$ cat src/rtl/mpc_types.sv
// Shared types for the switch-box bank responder.
// Channel/bank counts, id types and a grant encoder.
package mpc_types;

    localparam int SWB_NUM_CH   = 3;
    localparam int SWB_NUM_BANK = 4;

    typedef logic [1:0] swb_bank_id_t;
    typedef logic [1:0] swb_ch_id_t;
    typedef logic [3:0] swb_busy_cnt_t;

    function automatic swb_ch_id_t swb_gnt_to_ch(input logic [2:0] g);
        swb_ch_id_t ch;
        unique case (1'b1)
            g[0]:    ch = 2'd0;
            g[1]:    ch = 2'd1;
            g[2]:    ch = 2'd2;
            default: ch = 2'd0;
        endcase
        return ch;
    endfunction

endpackage

$ cat src/rtl/swb_rr_arb3.sv
// Three-requester round-robin arbiter with enable.
// Grant is combinational; pointer advances past the winner.
module swb_rr_arb3 (
    input  logic       clk,
    input  logic       rst_n,
    input  logic [2:0] i_req,
    input  logic       i_en,
    output logic [2:0] o_gnt
);

    logic [1:0] r_ptr;
    logic [2:0] w_gnt;

    always_comb begin
        w_gnt = '0;
        if (i_en) begin
            unique case (r_ptr)
                2'd1: begin
                    if (i_req[1])      w_gnt = 3'b010;
                    else if (i_req[2]) w_gnt = 3'b100;
                    else if (i_req[0]) w_gnt = 3'b001;
                end
                2'd2: begin
                    if (i_req[2])      w_gnt = 3'b100;
                    else if (i_req[0]) w_gnt = 3'b001;
                    else if (i_req[1]) w_gnt = 3'b010;
                end
                default: begin
                    if (i_req[0])      w_gnt = 3'b001;
                    else if (i_req[1]) w_gnt = 3'b010;
                    else if (i_req[2]) w_gnt = 3'b100;
                end
            endcase
        end
    end

    assign o_gnt = w_gnt;

    always_ff @(posedge clk or negedge rst_n) begin
        if (!rst_n) begin
            r_ptr <= 2'd0;
        end else begin
            unique case (1'b1)
                w_gnt[0]: r_ptr <= 2'd1;
                w_gnt[1]: r_ptr <= 2'd2;
                w_gnt[2]: r_ptr <= 2'd0;
                default:  r_ptr <= r_ptr;
            endcase
        end
    end

endmodule

$ cat src/rtl/swb_bank_arb.sv
// Bank-side SWB responder: per-bank round-robin grant,
// registered ack/strobe and per-bank occupancy counter.
module swb_bank_arb
    import mpc_types::*;
#(
    parameter int BUSY_CYC = 2
) (
    input  logic         clk,
    input  logic         rst_n,
    input  logic         d_ch_0_swb_req,
    input  swb_bank_id_t d_ch_0_swb_bank_id,
    input  logic         d_ch_1_swb_req,
    input  swb_bank_id_t d_ch_1_swb_bank_id,
    input  logic         d_ch_2_swb_req,
    input  swb_bank_id_t d_ch_2_swb_bank_id,
    output logic         d_ch_0_swb_ack,
    output logic         d_ch_1_swb_ack,
    output logic         d_ch_2_swb_ack,
    output logic [3:0]   bank_vld,
    output logic [7:0]   bank_ch_id,
    output logic [3:0]   bank_busy
);

    localparam swb_busy_cnt_t LP_BUSY_INIT =
        swb_busy_cnt_t'(BUSY_CYC - 1);

    logic [2:0]    w_req;
    swb_bank_id_t  w_bid   [SWB_NUM_CH];
    logic [2:0]    w_breq  [SWB_NUM_BANK];
    logic [2:0]    w_gnt   [SWB_NUM_BANK];
    logic [3:0]    w_en;
    logic [2:0]    w_ack_nxt;

    logic [2:0]    r_ack;
    logic [3:0]    r_vld;
    swb_ch_id_t    r_ch    [SWB_NUM_BANK];
    swb_busy_cnt_t r_busy  [SWB_NUM_BANK];

    assign w_req    = {d_ch_2_swb_req, d_ch_1_swb_req, d_ch_0_swb_req};
    assign w_bid[0] = d_ch_0_swb_bank_id;
    assign w_bid[1] = d_ch_1_swb_bank_id;
    assign w_bid[2] = d_ch_2_swb_bank_id;

    // A channel acked this cycle still holds req for the served request
    for (genvar gb = 0; gb < SWB_NUM_BANK; gb++) begin : g_bank
        for (genvar gc = 0; gc < SWB_NUM_CH; gc++) begin : g_ch
            assign w_breq[gb][gc] = w_req[gc] & ~r_ack[gc] &
                (w_bid[gc] == swb_bank_id_t'(gb));
        end
        assign w_en[gb]      = (r_busy[gb] == '0);
        assign bank_busy[gb] = (r_busy[gb] != '0);

        swb_rr_arb3 u_arb (
            .clk   (clk),
            .rst_n (rst_n),
            .i_req (w_breq[gb]),
            .i_en  (w_en[gb]),
            .o_gnt (w_gnt[gb])
        );
    end

    always_comb begin
        w_ack_nxt = '0;
        for (int b = 0; b < SWB_NUM_BANK; b++) begin
            w_ack_nxt = w_ack_nxt | w_gnt[b];
        end
    end

    always_ff @(posedge clk or negedge rst_n) begin
        if (!rst_n) begin
            r_ack <= '0;
            r_vld <= '0;
            for (int b = 0; b < SWB_NUM_BANK; b++) begin
                r_ch[b]   <= '0;
                r_busy[b] <= '0;
            end
        end else begin
            r_ack <= w_ack_nxt;
            for (int b = 0; b < SWB_NUM_BANK; b++) begin
                r_vld[b] <= |w_gnt[b];
                r_ch[b]  <= swb_gnt_to_ch(w_gnt[b]);
                if (|w_gnt[b]) begin
                    r_busy[b] <= LP_BUSY_INIT;
                end else if (r_busy[b] != '0) begin
                    r_busy[b] <= r_busy[b] - 4'd1;
                end
            end
        end
    end

    assign d_ch_0_swb_ack = r_ack[0];
    assign d_ch_1_swb_ack = r_ack[1];
    assign d_ch_2_swb_ack = r_ack[2];
    assign bank_vld       = r_vld;
    assign bank_ch_id     = {r_ch[3], r_ch[2], r_ch[1], r_ch[0]};

endmodule

$ cat config.mk
export PLATFORM = sky130hd
export DESIGN_NAME = swb_bank_arb
export DESIGN_NICKNAME = d
export VERILOG_FILES = /design/src/rtl/mpc_types.sv /design/src/rtl/swb_rr_arb3.sv /design/src/rtl/swb_bank_arb.sv
export SDC_FILE = /design/constraint.sdc
export NUM_CORES = 1
export LEC_CHECK = 0
export BUFFER_PORTS_ARGS = -buffer_cell sky130_fd_sc_hd__clkbuf_2
export CAP_MARGIN = 40
export CORE_UTILIZATION = 35
export CTS_CLUSTER_DIAMETER = 80
export DETAILED_ROUTE_END_ITERATION = 16
export PLACE_DENSITY = 0.5
export SETUP_SLACK_MARGIN = 0.1
export SYNTH_ARGS = -nofsm -noshare
export SYNTH_HDL_FRONTEND = slang
export SYNTH_SLANG_ARGS = --single-unit
$ cat constraint.sdc
create_clock -name clk -period 2.5 [get_ports clk]
set_clock_uncertainty 0.2 [all_clocks]
set_input_delay 0.25 -clock clk [delete_from_list [all_inputs] [get_ports clk]]
set_output_delay 0.25 -clock clk [all_outputs]
set_load 0.02 [all_outputs]
==> results.cfg <==
[power]
internal-power_mw = 1.67
seq_power_share_pct = 36.0
vdd_drop_max_v = 0.000435
power.density_nw_per_um2 = 1100
leakage_nw = 1.28
p_clk_share_pct = 14.7
power.switching_mw = 1.12
p_sw_share_pct = 40.1
combPwrFrac_pct = 49.3

[floorplanning]
initial_core_util_pct = 36.5
io_pins = 30
row_count = 28
die_width_um = 80.5
die_area_um2 = 6480
core-area_um2 = 5920
die_h_um = 80.5

[cts]
cts_inserted_buffers = 5
cts-root-buf = clkbuf_8
clk_pin_slew_ns = 0.08
numClockSinks = 39
htreeDepth = 2
insertion_delay_ns = 0.28
post_cts_buffers = 0
cts_tree = done
clockBufferDepth = 2

[yosys]
synth-seq-cells = 39
avgSynthCellArea_um2 = 10.6
syn-cell-area_um2 = 2160
yosys_warnings = 0
syn_nets = 227
synth_top_area_share_pct = 45.2
synth_top_cell_by_area = dfrtp_1
synth_cell_types = 40
synth_area_leaders = dfrtp_1 (45%), ha_1 (7.5%), inv_1 (4.5%)
synth-seq-area-share_pct = 45.2
postSynthCellCount = 203

[status]
status = complete, no violations

[setup_path]
worst_setup_path_start_kind = flop
cp_max_fo = 7
r2r-start = g_bank[1].u_arb.r_ptr[0]
crit_type = reg2reg
cp.arrival_ns = 2.11
critical_path_required_ns = 2.46
startpoint = g_bank[1].u_arb.r_ptr[0]
endpoint_kind = flop

[route]
routed_wl_um = 4320
first_pass_iters = 4
drc_errors = 0
viasPerCell = 4.97
detail-route-antenna-nets = 0
drtIter0Drc = 68
dr_total_vias = 1586
wl_per_cell_um = 13.5

[final_layout]
n_fill_cell = 576
antennaDiodeCount = 0
drive_above_1_share_pct = 23.8
fin_nets = 267
area_growth_pct = 16.8

[sta]
relSlewSlack_pct = 69.6
max_freq_mhz = 464
hold_violations = 0
setup-violations-final = 0
tns_ns = 0
slew_violations = 0
hold_ws_ns = 0.183
final.setup.worst_slack_ns = 0.344
period_share_pct = 86.2
period_minus_slack_ns = 2.16
rsz0062_at_grt = false
worstMarginPinSlew_ns = 0.453

[grt]
antenna_found_initial = 0
busiest_layer = met2
met2_usage_pct = 23.0
gr-total-overflow = 0
grt_pass1_vias = 1520
grt_max_degree = 29
grt_pass1_wl_um = 7280
grt_usage_pct = 14.8
grtUsageMet3_pct = 3.52
grtUsageMet1_pct = 20.2

[run]
cap_violations = 0

[placed_design]
hpwl_um = 3260
portBuffers = 29
gp_congestion = 0.801
pre_cts_slack_ns = 0.229

[min_path]
hp-class = in2async
## final cells by class
type / instances / area (um^2) / share of cell area, %
multi-input cells: 137 / 1080 / 43.0
well taps: 75 / 93.8 / 3.72
repair buffers: 34 / 185 / 7.34
inverters: 26 / 97.6 / 3.87
flip-flops and latches: 39 / 976 / 38.7
clock inverters: 3 / 15.0 / 0.596
clock buffers: 5 / 68.8 / 2.73
## sequential cells by signal (all words and copies together) (netlist names)
| name | flops |
|---|---|
| g_bank.u_arb.r_ptr | 8 |
| r_ack | 3 |
| bank_ch_id | 8 |
| bank_vld | 4 |
| r_busy | 16 |
## cell usage after synthesis
| cell type | instances |
|---|---|
| a21oi_1 | 7 |
| o211ai_1 | 3 |
| o21ai_0 | 8 |
| a211oi_4 | 1 |
| inv_1 | 26 |
| and4bb_4 | 1 |
| or4b_4 | 1 |
| o21bai_1 | 1 |
| a211oi_1 | 7 |
| nor3b_2 | 3 |
| a221o_1 | 1 |
| nand2b_1 | 4 |
| or4b_1 | 2 |
| and3b_1 | 4 |
| or3_1 | 3 |
| nand2_1 | 11 |
| nor3_1 | 7 |
| mux2i_4 | 1 |
| xnor2_1 | 5 |
| a211o_2 | 2 |
| ha_1 | 13 |
| or2_2 | 1 |
| nand4b_1 | 3 |
| a211o_1 | 3 |
| buf_2 | 1 |
| dfrtp_1 | 39 |
| mux2i_1 | 4 |
| nand4_1 | 1 |
| a21o_2 | 1 |
| nand3_1 | 4 |
| nor3b_1 | 1 |
| o31ai_1 | 3 |
| nor2_1 | 7 |
| and4bb_2 | 5 |
| nand3b_1 | 4 |
| a21o_1 | 7 |
| or4_1 | 2 |
| a21boi_0 | 2 |
| o211a_1 | 3 |
| o21ai_1 | 1 |
## per-stage QoR
step | total power, mW | std cells | util (%) | instance area (um^2)
2_1_floorplan | 2.07 | 203 | - | 2160
3_3_place_gp | 2.37 | 310 | 40.9 | 2420
3_5_place_dp | 2.37 | 310 | 40.9 | 2420
4_1_cts | 2.81 | 319 | 42.5 | 2520
5_1_grt | 3.05 | 319 | 42.6 | 2520
6_report | 2.78 | 319 | 42.6 | 2520
## layout by cell type, fill, tap and decap left out, types with 4 or more instances in the layout
cell type,n
a211oi_1,6
a21o_1,7
nand2_1,11
inv_1,26
nor3_1,7
o21ai_0,8
and3b_1,4
mux2i_1,4
xnor2_1,5
nand3_1,4
nand2b_1,4
buf_4,4
ha_1,13
and4bb_2,5
nand3b_1,4
clkbuf_8,5
dfrtp_1,39
clkbuf_2,29
nor2_1,7
a21oi_1,7
## cell families after synthesis
logic type               after synthesis  synth area share [%]
AO/OA/AOI/OAI                         50                  17.0
XOR/XNOR                               5                  2.03
adder cells (fa/ha/maj)               13                  7.54
buffers and inverters                 27                  4.75
flip-flops                            39                  45.2
multiplexers                           5                  2.90
AND/OR/NAND/NOR                       64                  20.5
## path summary, 6_finish.rpt
path	cells after the start	endpoint	slack (ns)
min in group clk	3	bank_ch_id[6]	0.20
hold reg to reg	1	r_busy[10]	0.31
setup reg to reg	6	r_ack[1]	0.34
max in group asynchronous	3	bank_ch_id[5]	1.25
setup / recovery	6	r_ack[1]	0.34
hold / removal	2	r_busy[13]	0.18
## critical path, stage by stage, from the launching register on
cell and delay [ns]:
dfrtp_1 0.36, inv_1 0.06, ha_1 0.38, nor2_1 0.14, a21oi_1 0.05, o211a_1 0.30, or4_1 0.54
## per-layer routing
metal / wire, um / share of wire [%] / vias up
li1: - / - / 822
met1: 2210 / 51 / 740
met2: 1930 / 45 / 22
met3: 144 / 3.3 / 2
met4: 36 / 0.83 / 0
met5: 0 / 0 / -
## power by group through the flow
stage	clock, mW	sequential, mW	combinational [mW]
2_1_floorplan	0	1.02	1.05
3_3_place_gp	0	1.02	1.36
3_5_place_dp	0	1.01	1.36
4_1_cts	0.433	1.00	1.37
5_1_grt	0.457	1.04	1.56
6_report	0.409	1.00	1.37
## repair_timing
action	4_1_cts	5_1_grt
gates resized for setup	0	1
hold buffers	1	0
setup endpoints to repair	0	2
endpoints found under the hold margin	11	0
Power figures use the tool's default switching activity.
